--- config.mk ---
export PLATFORM = sky130hd
export DESIGN_NAME = load_store_unit
export DESIGN_NICKNAME = d
export VERILOG_FILES = /design/src/rtl/load_store_unit.sv
export SDC_FILE = /design/constraint.sdc
export NUM_CORES = 1
export LEC_CHECK = 0
export ABC_AREA = 1
export CAP_MARGIN = 25
export CORE_AREA = 2 2 146 148
export CTS_CLUSTER_SIZE = 24
export DETAILED_ROUTE_END_ITERATION = 16
export DIE_AREA = 0 0 148 150
export PLACE_DENSITY = 0.67
export SKIP_LAST_GASP = 1
export SYNTH_ARGS = -nofsm -noshare
export SYNTH_HDL_FRONTEND = slang
export SYNTH_SLANG_ARGS = --single-unit
--- constraint.sdc ---
create_clock -name clk -period 3.1 [get_ports clk]
set_input_delay 0.465 -clock clk [delete_from_list [all_inputs] [get_ports clk]]
set_output_delay 0.465 -clock clk [all_outputs]
set_load 0.05 [all_outputs]
--- src/rtl/load_store_unit.sv ---
// RV32I load/store unit between a CPU request port and a single-port word memory.
// Sub-word stores read the word, merge the new lane(s), then write the merged word back.
module load_store_unit #(
    parameter int MEM_WORDS = 256
) (
    input  logic        clk,
    input  logic        reset,
    input  logic        cpu_req,
    input  logic        cpu_we,
    input  logic [2:0]  cpu_funct3,
    input  logic [31:0] cpu_addr,
    input  logic [31:0] cpu_wdata,
    output logic        cpu_busy,
    output logic        cpu_done,
    output logic [31:0] cpu_rdata,
    output logic        cpu_err,
    output logic [31:0] mem_addr,
    output logic [31:0] mem_write_data,
    output logic        MemRead,
    output logic        MemWrite,
    input  logic [31:0] mem_read_data
);

    localparam logic [32:0] ADDR_LIMIT = 33'(MEM_WORDS) * 33'd4;

    localparam logic [2:0] F3_B  = 3'b000;
    localparam logic [2:0] F3_H  = 3'b001;
    localparam logic [2:0] F3_W  = 3'b010;
    localparam logic [2:0] F3_BU = 3'b100;
    localparam logic [2:0] F3_HU = 3'b101;

    typedef enum logic [1:0] {
        IDLE = 2'd0,
        RD   = 2'd1,
        WR   = 2'd2,
        RESP = 2'd3
    } state_t;

    state_t      state_reg;
    state_t      state_next;
    logic        we_reg;
    logic [2:0]  funct3_reg;
    logic [31:0] addr_reg;
    logic [31:0] wdata_reg;
    logic        err_reg;
    logic [31:0] word_reg;

    // Request decode on the live CPU inputs, used only at the accept edge.
    logic funct3_legal;
    logic store_legal;
    logic req_is_half;
    logic req_is_word;
    logic range_err;
    logic req_err;
    logic accept;

    always_comb begin
        funct3_legal = (cpu_funct3 == F3_B) || (cpu_funct3 == F3_H) || (cpu_funct3 == F3_W) ||
                       (cpu_funct3 == F3_BU) || (cpu_funct3 == F3_HU);
        store_legal  = (cpu_funct3 == F3_B) || (cpu_funct3 == F3_H) || (cpu_funct3 == F3_W);
        req_is_half  = (cpu_funct3[1:0] == 2'b01);
        req_is_word  = (cpu_funct3 == F3_W);
        range_err    = ({1'b0, cpu_addr} >= ADDR_LIMIT);
        req_err      = !funct3_legal
                     || (cpu_we && !store_legal)
                     || (req_is_half && cpu_addr[0])
                     || (req_is_word && (cpu_addr[1:0] != 2'b00))
                     || range_err;
        accept       = (state_reg == IDLE) && cpu_req;
    end

    always_ff @(posedge clk or posedge reset) begin
        if (reset) begin
            state_reg  <= IDLE;
            we_reg     <= 1'b0;
            funct3_reg <= 3'b000;
            addr_reg   <= 32'd0;
            wdata_reg  <= 32'd0;
            err_reg    <= 1'b0;
            word_reg   <= 32'd0;
        end else begin
            state_reg <= state_next;
            if (accept) begin
                we_reg     <= cpu_we;
                funct3_reg <= cpu_funct3;
                addr_reg   <= cpu_addr;
                wdata_reg  <= cpu_wdata;
                err_reg    <= req_err;
            end
            if (state_reg == RD) begin
                word_reg <= mem_read_data;
            end
        end
    end

    always_comb begin
        state_next = state_reg;
        case (state_reg)
            IDLE: begin
                if (cpu_req) begin
                    if (req_err) begin
                        state_next = RESP;
                    end else if (!cpu_we) begin
                        state_next = RD;
                    end else if (cpu_funct3 == F3_W) begin
                        state_next = WR;
                    end else begin
                        state_next = RD;
                    end
                end
            end
            RD:      state_next = we_reg ? WR : RESP;
            WR:      state_next = RESP;
            RESP:    state_next = IDLE;
            default: state_next = IDLE;
        endcase
    end

    // Read-modify-write merge: each byte lane takes new data only when addressed.
    logic        lat_is_half;
    logic [31:0] merged_word;
    logic [3:0]  lane_sel;

    assign lat_is_half = (funct3_reg[1:0] == 2'b01);

    generate
        for (genvar gi = 0; gi < 4; gi++) begin : g_lane
            assign lane_sel[gi] = lat_is_half ? (addr_reg[1] == 1'(gi / 2))
                                              : (addr_reg[1:0] == 2'(gi));
            assign merged_word[8*gi +: 8] =
                !lane_sel[gi] ? word_reg[8*gi +: 8] :
                lat_is_half   ? wdata_reg[8*(gi % 2) +: 8] :
                                wdata_reg[7:0];
        end
    endgenerate

    logic [7:0]  load_byte;
    logic [15:0] load_half;
    logic [31:0] load_fmt;

    always_comb begin
        case (addr_reg[1:0])
            2'b00:   load_byte = word_reg[7:0];
            2'b01:   load_byte = word_reg[15:8];
            2'b10:   load_byte = word_reg[23:16];
            default: load_byte = word_reg[31:24];
        endcase
        load_half = addr_reg[1] ? word_reg[31:16] : word_reg[15:0];
        case (funct3_reg)
            F3_B:    load_fmt = {{24{load_byte[7]}}, load_byte};
            F3_BU:   load_fmt = {24'd0, load_byte};
            F3_H:    load_fmt = {{16{load_half[15]}}, load_half};
            F3_HU:   load_fmt = {16'd0, load_half};
            F3_W:    load_fmt = word_reg;
            default: load_fmt = 32'd0;
        endcase
    end

    // All outputs decode from registered state so reset clears them without a clock.
    always_comb begin
        cpu_busy       = (state_reg != IDLE);
        cpu_done       = 1'b0;
        cpu_err        = 1'b0;
        cpu_rdata      = 32'd0;
        MemRead        = 1'b0;
        MemWrite       = 1'b0;
        mem_write_data = 32'd0;
        mem_addr       = {addr_reg[31:2], 2'b00};
        case (state_reg)
            RD: MemRead = 1'b1;
            WR: begin
                MemWrite       = 1'b1;
                mem_write_data = (funct3_reg == F3_W) ? wdata_reg : merged_word;
            end
            RESP: begin
                cpu_done = 1'b1;
                cpu_err  = err_reg;
                if (!we_reg && !err_reg) begin
                    cpu_rdata = load_fmt;
                end
            end
            default: ;
        endcase
    end

endmodule

==> flow_summary_export.csv <==
group,metric,value,unit
run_status,status,"complete, no violations",
yosys,synth_top_family_by_area,"simple AND/OR/NAND/NOR gates",
worst_setup_path,arrival,2400,ps
final_layout,drive_gt1_share,10.2,%
pwr,p_total,9920,uW
timing,hold_viol,0,
timing,fin_skew,7.86,ps
clock_network,cts_buffer_depth,2,
route,first_pass_iters,4,
yosys,syn_area,6060,um2
hold_path,hold_depth,2,
grt,gr-usage-met2,29.9,%
yosys,synth_top_area_cell,"dfrtp_1",
worst_setup_path,endpoint_kind,"output port",
worst_setup_path,worstRegToRegCells,7,
yosys,synth.distinct_cells,27,
timing,post-route-min-period,2870,ps
clock_network,cts_root_buffer,"clkbuf_16",
clock_network,post_cts_resize_count,0,
route,drc,0,
clock_network,worst_setup_hold_path_clk_slew,70,ps
yosys,synth-simple-area-share,23.9,%
grt,antenna_found_initial,2,
floorplanning,ios,204,
hold_path,hold_path_class,"flop to flop",
pwr,cellPowerDensity,1140,nW/um2
placed_design,finalWeightedCongestion,0.831,
yosys,synth-adder-area-share,1.03,%
final_layout,fin_nets,1109,
worst_setup_path,setup.worst_path.start_class,"flop",
floorplanning,die_h,150,um
worst_setup_path,r2r-end,"wdata_reg[21]",
yosys,synth_warnings,0,
timing,max_slew_margin,53.0,%
placed_design,dp_hpwl,15.3,mm
timing,fin_crit_sh,92.5,%
pwr,power_frac_clock,11.2,%
clock_network,cts_made_buffers,9,
worst_setup_path,timing.rr.start,"state_reg[0]",
clock_network,cts.sinks,103,
pwr,switchingPower,5180,uW
worst_setup_path,worstPathRequired,2630,ps
pwr,p_seq_share,24.8,%
yosys,synth_top_area_share,42.5,%
final_layout,area_delta_synth_final,43.8,%
job,maxCapViolCount,0,
timing,setup_viol,0,
timing,worst_pin_slew,699,ps
timing,maxSlewViolCount,0,
clock_network,clk_latency,350,ps
clock_network,cts_setup_buffers,0,
floorplanning,dieArea,22200,um2
hold_path,holdPathEnd,"wdata_reg[22]",
floorplanning,initial_core_util,29.3,%
pwr,switching_share,52.2,%
worst_setup_path,reg2reg_slack,1290,ps
yosys,yosys-mux-area-fraction,0.186,%
worst_setup_path,path_max_fanout,23,
grt,grt_max_degree,65,
route,ant_nets,0,
grt,grt-ovfl-total,0,
route,detail_route.iter0.violations,408,
floorplanning,coreArea,20700,um2
route,wl_per_cell,15.7,um
final_layout,num-fill-cells,2184,
clock_network,htreeDepth,3,
route,viasPerCell,4.60,
final_layout,multi_input_area,2590,um2
grt,busiest_layer,"met2",
placed_design,portBuffers,201,
yosys,syn_inst,854,
floorplanning,die_w,148,um
grt,use_met1,23.8,%
clock_network,cts_tree,"yes",
final_layout,final-seq-area,2580,um2
grt,grt_pass1_wl,31.4,mm
floorplanning,rows,53,
route,vias,5891,
timing,tns,0,ps
pwr,ir_drop,555,uV
yosys,synth_xor_area_share,0,%
grt,met3_usage,4.02,%
yosys,synth_seq_cells,103,
pwr,comb_power_share,64.0,%
pwr,p_leak,0.00409,uW
grt,gr-usage-all-layers,18.1,%
worst_setup_path,critPathKind,"flop to output port",
route,finalWirelength,20.1,mm
yosys,yosys-top-cells-area,"dfrtp_1 43%, nand2_1 20%, o21ai_0 8.5%",
timing,rsz0062_at_grt,"false",
final_layout,final_common_cell,"nand2_1",
yosys,synth_area_per_cell,7.09,um2
yosys,synth-compound-area-share,17.5,%
grt,first_global_vias,5806,
clock_network,cts_hold_buf,0,
hold_path,min_from,"wdata_reg[22]",
pwr,p_int,4740,uW
timing,max_freq,349,MHz
final_layout,final_cell_mix,"315 x nand2_1, 136 x clkdlybuf4s50_1, 104 x inv_1",
yosys,ys_seq_area_share,42.5,%
## metrics by stage
step	hold WS (ps)	util [%]	instance area (um2)	setup slack, ps	cells
final	476	42.1	8710	232	1282
after global routing	507	42.1	8710	56.1	1281
after detailed placement	461	40.7	8420	608	1265
after global placement	458	40.7	8420	688	1265
after CTS	480	42.1	8710	230	1281
after floorplan	441	-	6070	397	855
## worst max-delay path by stage
stage                 startpoint                  to  slack, ps  cells after the start
floorplan           state_reg[0]       cpu_rdata[21]        400                      4
global placement     addr_reg[1]  mem_write_data[28]        690                      7
detailed placement   addr_reg[1]  mem_write_data[26]        610                      7
CTS                  addr_reg[1]  mem_write_data[26]        230                      7
global route         addr_reg[1]  mem_write_data[29]         60                      7
finish               addr_reg[1]       cpu_rdata[28]        230                      5
## cells by family (layout without fill, tap and decap cells)
kind of cell	after synthesis	count (layout)
simple gates	374	374
buf+inv	187	338
compound gates	183	183
flops	103	103
fa+ha+maj	5	5
other cells	1	3
mux	1	1
## critical path: stages, from the launching register on
cell     delay, ps
dfrtp_1        760
nand2_1        180
o21ai_1        170
nand3_2        320
a31oi_1        450
buf_12         190
## cells in the mapped netlist, drive strengths merged
| cell | n |
|---|---|
| o211ai | 19 |
| mux2 | 1 |
| buf | 59 |
| a31oi | 24 |
| nor2 | 32 |
| clkbuf | 20 |
| nand3b | 1 |
| conb | 1 |
| dfrtp | 103 |
| o221ai | 7 |
| a21oi | 12 |
| ha | 5 |
| or2 | 1 |
| inv | 108 |
| nand3 | 23 |
| nand2 | 315 |
| o21bai | 8 |
| nor3 | 1 |
| o21ai | 113 |
| nand4 | 1 |
## routing by layer
metal	up-vias	wire (um)
li1	2968	-
met1	2668	8820
met2	226	9330
met3	27	1560
met4	2	391
met5	-	11
## final cells by class
type                    instances  area share, %
clock inverters                 4          0.345
multi-input cells             565           29.8
flip-flops and latches        103           29.6
clock buffers                  12           2.94
repair buffers                214           28.7
well taps                     275           3.95
diodes                          1         0.0287
inverters                     108           4.72
## power by group through the flow
stage                     registers (uW)  logic, uW  clock network, uW
after floorplan                     2280       4510                  0
after global placement              2470       6300                  0
after detailed placement            2470       6380                  0
after CTS                           2460       6390               1140
after global routing                2550       6850               1210
final                               2460       6350               1110
(Power assumes the default switching activity.)
